===== src/rtl/pb_irq_ctrl_if.sv =====
// pb_irq_ctrl_if: kcpsm6 port bus and interrupt handshake between the CPU and pb_irq_ctrl
//   port_id/write_strobe/out_port/read_strobe : CPU I/O port bus
//   rd_data/rd_hit                            : registered read data and in_port mux select
//   interrupt/interrupt_ack                   : interrupt request and CPU acknowledge
interface pb_irq_ctrl_if;
    logic [7:0] port_id;
    logic       write_strobe;
    logic [7:0] out_port;
    logic       read_strobe;
    logic [7:0] rd_data;
    logic       rd_hit;
    logic       interrupt;
    logic       interrupt_ack;
    modport master (
        output port_id, write_strobe, out_port, read_strobe, interrupt_ack,
        input  rd_data, rd_hit, interrupt
    );
    modport slave (
        input  port_id, write_strobe, out_port, read_strobe, interrupt_ack,
        output rd_data, rd_hit, interrupt
    );
endinterface


===== src/rtl/pb_irq_ctrl.sv =====
// pb_irq_ctrl: 8-source edge-triggered interrupt controller for kcpsm6
//   clk, reset : system clock, synchronous active-high reset
//   irq_src    : interrupt sources, rising edge requests service
//   bus        : CPU port bus and interrupt handshake (slave side)
//   Registers at BASE_PORT+0 MASK, +1 PENDING (W1C), +2 VECTOR, +3 EOI
module pb_irq_ctrl #(
    parameter logic [7:0] BASE_PORT = 8'hF0
) (
    input logic         clk,
    input logic         reset,
    input logic [7:0]   irq_src,
    pb_irq_ctrl_if.slave bus
);
    localparam logic [1:0] IDLE = 2'd0, ASSERT = 2'd1, WAIT_EOI = 2'd2;
    logic [1:0] state;
    logic [7:0] prev, mask, pending, act, edge_v, w1c, take, rd_mux, rd_data_q;
    logic [2:0] vec_idx, idx;
    logic       hit, wr, eoi, start, rd_hit_q, unused;
    logic [1:0] off;
    assign edge_v = irq_src & ~prev;
    assign hit    = bus.port_id[7:2] == BASE_PORT[7:2];
    assign off    = bus.port_id[1:0];
    assign wr     = bus.write_strobe & hit;
    assign eoi    = wr && off == 2'd3;
    assign w1c    = (wr && off == 2'd1) ? bus.out_port : 8'h00;
    assign act    = pending & mask;
    assign start  = state == IDLE && |act;
    assign take   = start ? 8'h01 << idx : 8'h00;
    assign unused = bus.read_strobe;
    // lowest set index wins
    always_comb begin
        idx = 3'd0;
        for (int i = 7; i >= 0; i--)
            if (act[i]) idx = i[2:0];
    end
    always_comb begin
        rd_mux = off == 2'd0 ? mask :
                 off == 2'd1 ? pending :
                 off == 2'd2 ? {state == WAIT_EOI, 4'b0, vec_idx} : 8'h00;
        rd_mux = hit ? rd_mux : 8'h00;
    end
    always_ff @(posedge clk) begin
        if (reset) begin
            // sources already high at reset release must not look like edges
            prev      <= irq_src;
            mask      <= 8'h00;
            pending   <= 8'h00;
            vec_idx   <= 3'd0;
            state     <= IDLE;
            rd_data_q <= 8'h00;
            rd_hit_q  <= 1'b0;
        end else begin
            prev      <= irq_src;
            // new edges win over both W1C and the IDLE take
            pending   <= (pending & ~w1c & ~take) | edge_v;
            mask      <= (wr && off == 2'd0) ? bus.out_port : mask;
            vec_idx   <= start ? idx : vec_idx;
            rd_data_q <= rd_mux;
            rd_hit_q  <= hit;
            case (state)
                IDLE:     state <= start ? ASSERT : IDLE;
                ASSERT:   state <= bus.interrupt_ack ? WAIT_EOI : ASSERT;
                WAIT_EOI: state <= eoi ? IDLE : WAIT_EOI;
                default:  state <= IDLE;
            endcase
        end
    end
    assign bus.interrupt = state == ASSERT;
    assign bus.rd_data   = rd_data_q;
    assign bus.rd_hit    = rd_hit_q;
endmodule


===== src/flat_wrapper.sv =====
// flat-port wrapper written by rule: the top's interface ports become plain ports
module pb_irq_ctrl_flat 
#(
    parameter logic [7:0] BASE_PORT = 8'hF0
)
  (clk, reset, irq_src, bus_port_id, bus_write_strobe, bus_out_port, bus_read_strobe, bus_interrupt_ack, bus_rd_data, bus_rd_hit, bus_interrupt);
  pb_irq_ctrl_if bus_i ();
  input logic clk;
  input logic reset;
  input logic [7:0] irq_src;
  input wire logic [$bits(bus_i.port_id)-1:0] bus_port_id;
  input wire logic [$bits(bus_i.write_strobe)-1:0] bus_write_strobe;
  input wire logic [$bits(bus_i.out_port)-1:0] bus_out_port;
  input wire logic [$bits(bus_i.read_strobe)-1:0] bus_read_strobe;
  input wire logic [$bits(bus_i.interrupt_ack)-1:0] bus_interrupt_ack;
  output wire logic [$bits(bus_i.rd_data)-1:0] bus_rd_data;
  output wire logic [$bits(bus_i.rd_hit)-1:0] bus_rd_hit;
  output wire logic [$bits(bus_i.interrupt)-1:0] bus_interrupt;
  assign bus_i.port_id = bus_port_id;
  assign bus_i.write_strobe = bus_write_strobe;
  assign bus_i.out_port = bus_out_port;
  assign bus_i.read_strobe = bus_read_strobe;
  assign bus_i.interrupt_ack = bus_interrupt_ack;
  assign bus_rd_data = bus_i.rd_data;
  assign bus_rd_hit = bus_i.rd_hit;
  assign bus_interrupt = bus_i.interrupt;
  pb_irq_ctrl #(.BASE_PORT(BASE_PORT)) u_core (.clk(clk), .reset(reset), .irq_src(irq_src), .bus(bus_i));
endmodule

===== config.mk =====
export PLATFORM = sky130hd
export DESIGN_NAME = pb_irq_ctrl_flat
export DESIGN_NICKNAME = d
export VERILOG_FILES = /design/src/rtl/pb_irq_ctrl_if.sv /design/src/rtl/pb_irq_ctrl.sv /design/src/flat_wrapper.sv
export SDC_FILE = /design/constraint.sdc
export NUM_CORES = 1
export LEC_CHECK = 0
export BUFFER_PORTS_ARGS = -buffer_cell sky130_fd_sc_hd__buf_4
export CAP_MARGIN = 20
export CORE_ASPECT_RATIO = 2
export CORE_MARGIN = 10
export CORE_UTILIZATION = 38
export DETAILED_ROUTE_END_ITERATION = 7
export MAX_ROUTING_LAYER = met4
export SETUP_SLACK_MARGIN = 0.02
export SLEW_MARGIN = 40
export SYNTH_ARGS = -nofsm -noshare
export SYNTH_HDL_FRONTEND = slang
export SYNTH_SLANG_ARGS = --single-unit

===== constraint.sdc =====
create_clock -name clk -period 1.4 [get_ports clk]
set_clock_uncertainty 0.05 [all_clocks]
set_input_delay 0 -clock clk [delete_from_list [all_inputs] [get_ports clk]]
set_output_delay 0 -clock clk [all_outputs]
set_load 0.1 [all_outputs]

==> out/metrics.yaml <==
run:
  drv_cap: 0
yosys:
  synth_top_area_share_pct: 46.1
  synth_fa_ha_area_share_pct: 0
  syn_nets: 199
  synth_cell_types: 39
  synth_area_leaders: "dfxtp_1, mux2i_1, nor2_1, a21oi_1, a22oi_4"
  synthXorXnorAreaFrac_pct: 0
  ys_ff_latch: 38
  ys_warn_count: 0
  syn_area_um2: 1650
  synth.largest_area_cell: "dfxtp_1"
  yosysSeqAreaShare_pct: 46.1
  synthMuxAreaShare_pct: 9.71
  synth_cells: 170
  syn_avg_cell_area_um2: 9.70
  synth-compound-area-share_pct: 17.2
  synth_top_family_by_area: "simple AND/OR/NAND/NOR gates"
  synth_simple_gate_area_share_pct: 24.5
sta:
  worst_pin_slew_ps: 323
  slew_violations: 0
  max_clock_freq_ghz: 0.724
  max-slew-margin-rel_pct: 78.4
  setup_viol: 0
  fin_crit_ps: 1380
  whs_ps: 28.6
  finalCritPeriodShare_pct: 98.7
  rsz0062_at_grt: "true"
  hold_viol: 0
clocking:
  cts_buffer_depth: 2
  clk-insertion-delay-late_ps: 280
  cts_root_buffer: "clkbuf_8"
  cts_tree: "built"
  clk_pin_slew_ps: 70
  cts_num_sinks: 38
  cts_max_level: 2
  numCtsBuffers: 5
power_and_ir_drop:
  pwr-share-clk_pct: 36.1
  max-vdd-ir-drop_mv: 0.685
  powerDensity_nw_per_um2: 870
  sequentialPowerShare_pct: 53.7
  p_sw_mw: 0.476
  p_sw_share_pct: 22.5
  leakage_nw: 1.11
  combinationalPowerShare_pct: 10.2
  p_total_mw: 2.11
  internal-power_mw: 1.64
place:
  gp_congestion: 0.840
  port_buffers: 37
  hpwl_um: 3360
  place_inst: 269
grt:
  grt_max_degree: 26
  grt_pass1_vias: 1581
  antenna_found_initial: 0
  grt_pass1_wl_um: 7270
  grt_util_all_layers_pct: 12.4
  grt_overflow: 0
die:
  die_w_um: 66.6
  coreArea_um2: 4170
  start_util_pct: 39.5
  rows: 33
  die_area_um2: 7530
  die_y_um: 113
  pin_count: 39
layout:
  utilization_pct: 58.3
  syn2layout_area_growth_pct: 47.4
  final_nets: 273
  layout-drive-gt1-share_pct: 34.7
  finalNonFillerCells: 297
  diodes: 0
worst_setup_path:
  r2r_slack_ps: 20
  startpoint_type: "flop"
  path_class: "reg -> reg"
  crit_path_max_fanout: 5
  required_ps: 1530
  critPathCaptureType: "flop"
  arrival_ps: 1510
route:
  routed_wl_um: 4380
  firstDrtPassIters: 4
  drc: 0
  vias: 1507
  antenna_left: 0
  drtIter0Drc: 35
  avgViaCountPerCell: 5.07
  avgRoutedWirePerCell_um: 14.7
run_status:
  status: "finished, final reports clean"
hold_path:
  hold_path_class: "in -> reg"
## worst paths after layout
| path | to | cells after the start | startpoint |
|---|---|---|---|
| min reg2reg | u_core.pending[3] | 2 | u_core.prev[3] |
| max reg2reg | u_core.pending[4] | 4 | u_core.pending[5] |
| max | u_core.pending[4] | 4 | u_core.pending[5] |
| min | u_core.mask[7] | 2 | reset |
## final cells by class
cell class | instances | area, um2
fill | 375 | 1740
tap | 52 | 65.1
inverter | 6 | 22.5
sequential | 38 | 776
clock inverter | 1 | 5.00
clock buffer | 7 | 86.3
timing repair buffer | 71 | 586
multi-input combinational | 122 | 891
## worst max-delay path, cell delays in order, from the launching register on
cell	delay, ps
dfxtp_1	430
a22o_1	180
and4_1	220
a21bo_1	210
a31o_1	190
## layer usage
metal	track usage (%)	vias to the layer above	wire (um)
li1	-	762	-
met1	11.5	696	1620
met2	22.6	41	2420
met3	3.46	8	255
met4	4.36	0	86
met5	-	-	0
## synthesized netlist by cell type (all sizes together)
cell type and number:
a2111oi 1, a21bo 1, a21oi 13, a22o 1, a22oi 5, a311oi 1, a31o 3, a31oi 1
a32oi 1, a41o 1, and2 2, and3 3, and4 1, and4b 1, and4bb 1, buf 2
clkbuf 2, dfxtp 38, inv 6, mux2i 16, nand2 10, nand2b 6, nand3 4, nand3b 2
nand4 3, nand4b 2, nor2 22, nor2b 5, nor3 6, nor3b 2, o211ai 5, o41ai 1
or2 1, or3 1
## placed cells by master, fill, tap and decap left out, types with 3 or more instances in the layout
cell type,count
buf_4,51
dfxtp_2,6
nor2_1,19
mux2i_1,16
dlygate4sd3_1,18
o211ai_1,5
nand2b_1,6
dfxtp_1,30
nand4_1,3
nor3_1,6
nand2_1,9
a31o_1,3
nor2b_1,5
nand3_1,3
clkbuf_8,6
and3_1,3
inv_1,6
a21oi_1,13
## timing repair
item | in CTS | in global routing
endpoints found under the setup margin | 5 | 12
hold endpoints to repair | 29 | 0
gates cloned | 0 | 0
gates resized for setup | 8 | 11
setup buffers | 2 | 0
hold buffers | 18 | 0
pin swaps | 5 | 4
## power by group through the flow
stage	Sequential [mW]	Clock (mW)	Combinational [mW]
after floorplan	1.16	0	0.0782
after global placement	1.16	0	0.169
after detailed placement	1.16	0	0.174
after CTS	1.13	0.790	0.215
after global routing	1.14	0.830	0.235
final	1.13	0.763	0.216
## cell families (layout without fill, tap and decap cells)
family / Yosys count / in the layout
multiplexers: 16 / 16
flip-flops: 38 / 38
AO/OA/AOI/OAI: 34 / 34
buffers and inverters: 10 / 85
AND/OR/NAND/NOR: 72 / 72
## metrics by stage
stage                     instance area, um2  TNS (ps)  worst slack, ps
after floorplan                         1660         0             69.7
after global placement                  2090     -65.8            -65.8
after detailed placement                2090      -113            -82.7
after CTS                               2400         0             12.1
after global routing                    2430     -56.1            -33.8
final                                   2430         0             18.9
## flip-flops by register name, summed over array words and instances, names as in the netlist
name and cells:
u_core.bus.rd_data 8, u_core.vec_idx 3, u_core.state 2, u_core.mask 8, u_core.pending 8, u_core.prev 8, u_core.bus.rd_hit 1
Note: power is estimated with default switching activity, not from simulation.
